### config.mk
export PLATFORM = sky130hd
export DESIGN_NAME = id_hazard_ctrl_flat
export DESIGN_NICKNAME = d
export VERILOG_FILES = /design/src/rtl/core_pkg.sv /design/src/rtl/id_hazard_ctrl_if.sv /design/src/rtl/hazard_detect.sv /design/src/rtl/id_hazard_ctrl.sv /design/src/flat_wrapper.sv
export SDC_FILE = /design/constraint.sdc
export NUM_CORES = 1
export LEC_CHECK = 0
export ABC_AREA = 1
export CAP_MARGIN = 30
export CORE_MARGIN = 3
export CORE_UTILIZATION = 51
export CTS_CLUSTER_SIZE = 40
export DETAILED_ROUTE_END_ITERATION = 16
export GPL_TIMING_DRIVEN = 0
export PLACE_DENSITY_LB_ADDON = 0.05
export SYNTH_ARGS = -nofsm -noshare
export SYNTH_HDL_FRONTEND = slang
export SYNTH_SLANG_ARGS = --single-unit
### constraint.sdc
create_clock -name clk -period 2 [get_ports clk]
set_clock_uncertainty 0.05 [all_clocks]
set_input_delay 0.4 -clock clk [delete_from_list [all_inputs] [get_ports clk]]
set_output_delay 0.4 -clock clk [all_outputs]
set_load 0.01 [all_outputs]
### src/rtl/core_pkg.sv
// Shared types and constants for the ID-stage hazard sequencer.
package core_pkg;

  typedef enum logic [0:0] {RUN, BUBBLE} ctrl_state_e;

  localparam logic [4:0] REG_X0 = 5'd0;

  // Bubbles owed beyond the detect cycle, which is always the first bubble.
  localparam logic [1:0] BUB_ONE = 2'd0;
  localparam logic [1:0] BUB_TWO = 2'd1;

  function automatic logic reg_match(input logic [4:0] rd, input logic [4:0] rs1,
                                     input logic [4:0] rs2, input logic use_rs1,
                                     input logic use_rs2);
    return (rd != REG_X0) && (((rd == rs1) && use_rs1) || ((rd == rs2) && use_rs2));
  endfunction

endpackage

### src/rtl/id_hazard_ctrl_if.sv
// Control bundle between the ID-stage hazard sequencer and the pipeline registers.
interface id_hazard_ctrl_if #(
  parameter int unsigned CNT_W = 32
);
  logic [4:0]       id_rs1;
  logic [4:0]       id_rs2;
  logic             id_use_rs1;
  logic             id_use_rs2;
  logic             id_is_branch;
  logic             id_branch_taken;
  logic             id_ex_regwrite;
  logic             id_ex_memread;
  logic [4:0]       id_ex_rd;
  logic             ex_mem_memread;
  logic [4:0]       ex_mem_rd;
  logic             im_stall;
  logic             dm_stall;
  logic             pc_write;
  logic             if_id_write;
  logic             if_id_flush;
  logic             id_ex_bubble;
  logic             pipe_write;
  logic [CNT_W-1:0] stall_cycles;
  logic [CNT_W-1:0] freeze_cycles;
  logic             freeze_timeout;

  modport master (
    output id_rs1, id_rs2, id_use_rs1, id_use_rs2, id_is_branch, id_branch_taken,
           id_ex_regwrite, id_ex_memread, id_ex_rd, ex_mem_memread, ex_mem_rd,
           im_stall, dm_stall,
    input  pc_write, if_id_write, if_id_flush, id_ex_bubble, pipe_write,
           stall_cycles, freeze_cycles, freeze_timeout
  );

  modport slave (
    input  id_rs1, id_rs2, id_use_rs1, id_use_rs2, id_is_branch, id_branch_taken,
           id_ex_regwrite, id_ex_memread, id_ex_rd, ex_mem_memread, ex_mem_rd,
           im_stall, dm_stall,
    output pc_write, if_id_write, if_id_flush, id_ex_bubble, pipe_write,
           stall_cycles, freeze_cycles, freeze_timeout
  );

endinterface

### src/rtl/hazard_detect.sv
// Combinational hazard classification for the instruction in ID: one or two bubbles.
module hazard_detect
  import core_pkg::*;
(
  input  logic [4:0] id_rs1_i,
  input  logic [4:0] id_rs2_i,
  input  logic       id_use_rs1_i,
  input  logic       id_use_rs2_i,
  input  logic       id_is_branch_i,
  input  logic       id_ex_regwrite_i,
  input  logic       id_ex_memread_i,
  input  logic [4:0] id_ex_rd_i,
  input  logic       ex_mem_memread_i,
  input  logic [4:0] ex_mem_rd_i,
  output logic       need1_o,
  output logic       need2_o
);

  logic ex_hit;
  logic mem_hit;

  assign ex_hit  = reg_match(id_ex_rd_i, id_rs1_i, id_rs2_i, id_use_rs1_i, id_use_rs2_i);
  assign mem_hit = reg_match(ex_mem_rd_i, id_rs1_i, id_rs2_i, id_use_rs1_i, id_use_rs2_i);

  assign need2_o = id_is_branch_i & id_ex_memread_i & ex_hit;
  assign need1_o = ~need2_o & ((id_ex_memread_i & ex_hit) |
                               (id_is_branch_i & id_ex_regwrite_i & ex_hit) |
                               (id_is_branch_i & ex_mem_memread_i & mem_hit));

endmodule

### src/rtl/id_hazard_ctrl.sv
// ID-stage stall sequencer: hazard bubbles, memory freeze, branch flush, stall
// statistics and a freeze watchdog.
module id_hazard_ctrl
  import core_pkg::*;
#(
  parameter int unsigned FREEZE_LIMIT = 1024,
  parameter int unsigned CNT_W        = 32
) (
  input logic             clk,
  input logic             rst_n,
  id_hazard_ctrl_if.slave bus
);

  localparam int unsigned     RunW   = $clog2(FREEZE_LIMIT) + 1;
  localparam logic [RunW-1:0] RunMax = RunW'(FREEZE_LIMIT);

  ctrl_state_e      state_q, state_d;
  logic [1:0]       bub_cnt_q, bub_cnt_d;
  logic [1:0]       extra;
  logic [CNT_W-1:0] stall_q, stall_d;
  logic [CNT_W-1:0] frz_q, frz_d;
  logic [RunW-1:0]  run_q, run_d;
  logic             timeout_q, timeout_d;
  logic             need1, need2, freeze, stalling;

  hazard_detect u_detect (
    .id_rs1_i         (bus.id_rs1),
    .id_rs2_i         (bus.id_rs2),
    .id_use_rs1_i     (bus.id_use_rs1),
    .id_use_rs2_i     (bus.id_use_rs2),
    .id_is_branch_i   (bus.id_is_branch),
    .id_ex_regwrite_i (bus.id_ex_regwrite),
    .id_ex_memread_i  (bus.id_ex_memread),
    .id_ex_rd_i       (bus.id_ex_rd),
    .ex_mem_memread_i (bus.ex_mem_memread),
    .ex_mem_rd_i      (bus.ex_mem_rd),
    .need1_o          (need1),
    .need2_o          (need2)
  );

  assign freeze   = bus.im_stall | bus.dm_stall;
  assign stalling = ~freeze & ((state_q == BUBBLE) | ((state_q == RUN) & (need1 | need2)));

  // The detect cycle in RUN is the first bubble; BUBBLE only supplies the extras.
  always_comb begin
    state_d   = state_q;
    bub_cnt_d = bub_cnt_q;
    extra     = need2 ? BUB_TWO : BUB_ONE;
    if (!freeze) begin
      if (state_q == BUBBLE) begin
        if (bub_cnt_q == 2'd0) state_d = RUN;
        else                   bub_cnt_d = bub_cnt_q - 2'd1;
      end else if ((need1 | need2) && (extra != 2'd0)) begin
        state_d   = BUBBLE;
        bub_cnt_d = extra - 2'd1;
      end
    end
  end

  always_comb begin
    stall_d   = stalling ? stall_q + CNT_W'(1) : stall_q;
    frz_d     = freeze ? frz_q + CNT_W'(1) : frz_q;
    run_d     = !freeze ? '0 : ((run_q == RunMax) ? run_q : run_q + RunW'(1));
    timeout_d = timeout_q | (run_d == RunMax);
  end

  always_comb begin
    bus.pc_write     = 1'b1;
    bus.if_id_write  = 1'b1;
    bus.if_id_flush  = bus.id_branch_taken;
    bus.id_ex_bubble = 1'b0;
    bus.pipe_write   = 1'b1;
    if (!rst_n) begin
      bus.pc_write     = 1'b0;
      bus.if_id_write  = 1'b0;
      bus.if_id_flush  = 1'b1;
      bus.id_ex_bubble = 1'b1;
      bus.pipe_write   = 1'b0;
    end else if (freeze) begin
      bus.pc_write     = 1'b0;
      bus.if_id_write  = 1'b0;
      bus.if_id_flush  = 1'b0;
      bus.pipe_write   = 1'b0;
    end else if (stalling) begin
      // Branch operands are stale during a bubble, so the redirect is ignored.
      bus.pc_write     = 1'b0;
      bus.if_id_write  = 1'b0;
      bus.if_id_flush  = 1'b0;
      bus.id_ex_bubble = 1'b1;
    end
  end

  assign bus.stall_cycles   = stall_q;
  assign bus.freeze_cycles  = frz_q;
  assign bus.freeze_timeout = timeout_q;

  always_ff @(posedge clk or negedge rst_n) begin
    if (!rst_n) begin
      state_q   <= RUN;
      bub_cnt_q <= 2'd0;
      stall_q   <= '0;
      frz_q     <= '0;
      run_q     <= '0;
      timeout_q <= 1'b0;
    end else begin
      state_q   <= state_d;
      bub_cnt_q <= bub_cnt_d;
      stall_q   <= stall_d;
      frz_q     <= frz_d;
      run_q     <= run_d;
      timeout_q <= timeout_d;
    end
  end

endmodule
### src/flat_wrapper.sv
// flat-port wrapper written by rule: the top's interface ports become plain ports
module id_hazard_ctrl_flat import core_pkg::*;
#(
  parameter int unsigned FREEZE_LIMIT = 1024,
  parameter int unsigned CNT_W        = 32
)
  (clk, rst_n, bus_id_rs1, bus_id_rs2, bus_id_use_rs1, bus_id_use_rs2, bus_id_is_branch, bus_id_branch_taken, bus_id_ex_regwrite, bus_id_ex_memread, bus_id_ex_rd, bus_ex_mem_memread, bus_ex_mem_rd, bus_im_stall, bus_dm_stall, bus_pc_write, bus_if_id_write, bus_if_id_flush, bus_id_ex_bubble, bus_pipe_write, bus_stall_cycles, bus_freeze_cycles, bus_freeze_timeout);
  id_hazard_ctrl_if #(.CNT_W(CNT_W)) bus_i ();
  input logic clk;
  input logic rst_n;
  input wire logic [$bits(bus_i.id_rs1)-1:0] bus_id_rs1;
  input wire logic [$bits(bus_i.id_rs2)-1:0] bus_id_rs2;
  input wire logic [$bits(bus_i.id_use_rs1)-1:0] bus_id_use_rs1;
  input wire logic [$bits(bus_i.id_use_rs2)-1:0] bus_id_use_rs2;
  input wire logic [$bits(bus_i.id_is_branch)-1:0] bus_id_is_branch;
  input wire logic [$bits(bus_i.id_branch_taken)-1:0] bus_id_branch_taken;
  input wire logic [$bits(bus_i.id_ex_regwrite)-1:0] bus_id_ex_regwrite;
  input wire logic [$bits(bus_i.id_ex_memread)-1:0] bus_id_ex_memread;
  input wire logic [$bits(bus_i.id_ex_rd)-1:0] bus_id_ex_rd;
  input wire logic [$bits(bus_i.ex_mem_memread)-1:0] bus_ex_mem_memread;
  input wire logic [$bits(bus_i.ex_mem_rd)-1:0] bus_ex_mem_rd;
  input wire logic [$bits(bus_i.im_stall)-1:0] bus_im_stall;
  input wire logic [$bits(bus_i.dm_stall)-1:0] bus_dm_stall;
  output wire logic [$bits(bus_i.pc_write)-1:0] bus_pc_write;
  output wire logic [$bits(bus_i.if_id_write)-1:0] bus_if_id_write;
  output wire logic [$bits(bus_i.if_id_flush)-1:0] bus_if_id_flush;
  output wire logic [$bits(bus_i.id_ex_bubble)-1:0] bus_id_ex_bubble;
  output wire logic [$bits(bus_i.pipe_write)-1:0] bus_pipe_write;
  output wire logic [$bits(bus_i.stall_cycles)-1:0] bus_stall_cycles;
  output wire logic [$bits(bus_i.freeze_cycles)-1:0] bus_freeze_cycles;
  output wire logic [$bits(bus_i.freeze_timeout)-1:0] bus_freeze_timeout;
  assign bus_i.id_rs1 = bus_id_rs1;
  assign bus_i.id_rs2 = bus_id_rs2;
  assign bus_i.id_use_rs1 = bus_id_use_rs1;
  assign bus_i.id_use_rs2 = bus_id_use_rs2;
  assign bus_i.id_is_branch = bus_id_is_branch;
  assign bus_i.id_branch_taken = bus_id_branch_taken;
  assign bus_i.id_ex_regwrite = bus_id_ex_regwrite;
  assign bus_i.id_ex_memread = bus_id_ex_memread;
  assign bus_i.id_ex_rd = bus_id_ex_rd;
  assign bus_i.ex_mem_memread = bus_ex_mem_memread;
  assign bus_i.ex_mem_rd = bus_ex_mem_rd;
  assign bus_i.im_stall = bus_im_stall;
  assign bus_i.dm_stall = bus_dm_stall;
  assign bus_pc_write = bus_i.pc_write;
  assign bus_if_id_write = bus_i.if_id_write;
  assign bus_if_id_flush = bus_i.if_id_flush;
  assign bus_id_ex_bubble = bus_i.id_ex_bubble;
  assign bus_pipe_write = bus_i.pipe_write;
  assign bus_stall_cycles = bus_i.stall_cycles;
  assign bus_freeze_cycles = bus_i.freeze_cycles;
  assign bus_freeze_timeout = bus_i.freeze_timeout;
  id_hazard_ctrl #(.FREEZE_LIMIT(FREEZE_LIMIT), .CNT_W(CNT_W)) u_core (.clk(clk), .rst_n(rst_n), .bus(bus_i));
endmodule
==> results.py <==
metrics = {
    "logic_synthesis": {
        "syn_nets": 784,
        "yosys.area.top_type": "dfrtp_1",
        "synthXorXnorAreaFrac": 0.0900,
        "ys.warnings.count": 0,
        "synthMuxAreaShare": 0,
        "synth_compound_area_frac": 0.0109,
        "ys_types": 31,
        "synth-edff-count": 0,
        "synth_area_leaders": "dfrtp_1, nand2_1, nand3_1",
        "ys_async_sr_fraction": 1.00,
        "ys.flop_type": "dfrtp_1",
        "synth_seq_cells": 79,
        "avgSynthCellArea_um2": 6.89,
        "synth_seq_area_share": 0.383,
        "yosysTopAreaCellShare": 0.383,
        "synthSimpleGateAreaFrac": 0.414,
        "synth_cells": 749,
        "synthAdderAreaFrac": 0.00970,
        "synth_top_family_by_area": "simple AND/OR/NAND/NOR gates",
        "syn_area_um2": 5160,
    },
    "timing": {
        "max_freq_mhz": 493,
        "slew_headroom": 0.368,
        "final_hold_viol_count": 0,
        "rsz0062_at_grt": "yes",
        "tightest_slew_ns": 0.945,
        "setup_viol_count_final": 1,
        "period_minus_slack_ns": 2.03,
        "period_share": 1.01,
        "drv_slew": 0,
        "fin_ws_ns": -0.0277,
    },
    "layout": {
        "final_nets": 913,
        "diodes": 0,
        "layout_common_cells": "nand2_1, nand3_1, dfrtp_1",
        "layout.cells.non_filler": 1016,
        "design_area_um2": 7030,
        "fillerInstances": 816,
        "syn_to_final_growth_pct": 36.2,
        "layout_commonest_cell": "nand2_1",
        "final_util": 0.716,
        "drive_above_1_share": 0.168,
    },
    "worst_setup_path": {
        "cp.required_ns": 1.55,
        "worstSetupPathType": "input port to primary output",
        "reg2regPathDepth": 8,
        "crit_path_start_kind": "input port",
        "critical_path_arrival_ns": 1.58,
        "cp_max_fo": 3,
        "end_kind": "primary output",
    },
    "run_status": {
        "status": "complete, but fails checks",
        "violations": "setup timing",
    },
    "floorplanning": {
        "coreArea_um2": 9820,
        "die_area_um2": 11400,
        "start_util": 0.525,
        "ios": 101,
        "die_h_um": 107,
        "rows": 36,
        "die_w_um": 107,
    },
    "place": {
        "dp_hpwl_mm": 10.3,
        "place_inst": 983,
        "gp_congestion": 0.921,
        "postPlaceCellArea_um2": 6350,
        "portBuffers": 100,
    },
    "route": {
        "drc": 0,
        "wire_per_inst_um": 14.5,
        "dr.pass1.iters": 5,
        "drt_iter0_drc": 294,
        "drt_wl_total_mm": 14.8,
        "ant_nets": 0,
        "num_vias": 5309,
        "viasPerCell": 5.23,
    },
    "global_routing": {
        "gr-total-overflow": 0,
        "grt_util_all_layers": 0.259,
        "grt_pass1_vias": 5010,
        "antenna_found_initial": 0,
        "grt_pass1_wl_mm": 23.8,
        "grt_max_degree": 29,
    },
    "clock_network": {
        "clkSinkCount": 79,
        "root_buffer": "clkbuf_8",
        "path_clk_slew_ns": 0.09,
        "cts_buffers": 9,
        "htreeDepth": 3,
        "cts_tree": "yes",
        "clock_latency_ns": 0.36,
        "clockBufferDepth": 2,
    },
    "power_and_ir_drop": {
        "finalPower_mw": 4.86,
        "peakVddDrop_v": 0.000509,
        "cellPowerDensity_nw_per_um2": 691,
        "power_leakage_nw": 3.41,
    },
    "hold_path": {
        "min_path_type": "input port to async pin",
    },
    "run": {
        "cap_violations": 0,
    },
}
## critical path, cell delays in order
cell and delay, ns:
buf_6 0.10, inv_4 0.05, nand2_2 0.04, nand2_1 0.07, nor2_1 0.06, nand3_1 0.08, nand2_1 0.07, nand2_2 0.08
nand3_4 0.10, clkbuf_16 0.16, nor3_4 0.13, buf_4 0.14, buf_6 0.09
## layer usage
metal	routed length (um)	global-route usage	vias up
met5	0	0	-
met4	206	0.0721	0
met3	856	0.0352	24
met1	6410	0.348	2498
met2	7300	0.438	172
li1	-	-	2615
## stage by stage
| step | worst slack (ns) | setup TNS, ns | hold slack, ns |
|---|---|---|---|
| 2_1_floorplan | 0.0364 | 0 | 0.0544 |
| 3_3_place_gp | -3.35 | -212.62 | 0.402 |
| 3_5_place_dp | -1.11 | -13.12 | 0.292 |
| 4_1_cts | -0.123 | -0.176 | 0.0766 |
| 5_1_grt | -0.151 | -0.349 | 0.0697 |
| 6_report | -0.0277 | -0.0277 | 0.0647 |
## cell type report
cell class	count	area (um^2)	share of cell area
clock buffer	9	124	0.0176
tap	133	166	0.0237
timing repair buffer	121	1290	0.184
clock inverter	7	104	0.0148
buffer	11	100	0.0142
multi-input combinational	561	2860	0.407
inverter	95	398	0.0566
sequential	79	1980	0.282
## final timing paths
kind | start | end | slack (ns)
setup / recovery | bus_id_rs1[4] | bus_pc_write | -0.03
hold / removal | rst_n | u_core.bus.stall_cycles[9] | 0.06
setup reg to reg | u_core.bus.stall_cycles[1] | u_core.bus.stall_cycles[16] | 0.18
hold reg to reg | u_core.bus.freeze_timeout | u_core.bus.freeze_timeout | 0.42
max in group asynchronous | rst_n | u_core.bus.freeze_cycles[4] | 0.45
min in group clk | u_core.bus.freeze_timeout | u_core.bus.freeze_timeout | 0.42
## registers in the layout, summed over array words and instances (netlist names)
| name | count |
|---|---|
| u_core.bus.freeze_cycles | 32 |
| u_core.state_q | 1 |
| u_core.bus.stall_cycles | 32 |
| u_core.run_q | 11 |
| u_core.bub_cnt_q | 2 |
| u_core.bus.freeze_timeout | 1 |
## what timing repair did
item,CTS,global route
gates resized for setup,178,67
setup buffers,13,2
hold buffers,5,0
pin swaps,31,33
cloned,1,0
endpoints found under the setup margin,5,8
hold endpoints to repair,25,0
## report_power, final
group | switching [mW] | total (mW) | internal [mW] | leakage [nW]
combinational | 0.755 | 1.43 | 0.674 | 2.25
sequential | 0.260 | 2.04 | 1.78 | 1.04
clock | 0.672 | 1.39 | 0.721 | 0.108
## synthesized netlist by cell type, types with 3 or more instances
cell type and instances:
xnor2_1 23, ha_1 4, nand2_1 269, inv_1 92, nor3_1 26, nor3_2 4
nand3_1 81, nor2_1 79, dfrtp_1 79, buf_4 3, buf_6 4, buf_2 3
o21ai_0 8, xor2_1 30, nand4_1 18, nand3b_1 4
## logic make-up after synthesis
family / count (synthesis)
DFF: 79
adders and majority gates: 4
and+or+nand+nor: 493
xor gates and xnor gates: 53
AOI/OAI and AO/OA: 11
buffers and inverters: 109
No activity file was read; power rests on OpenSTA's default activity.
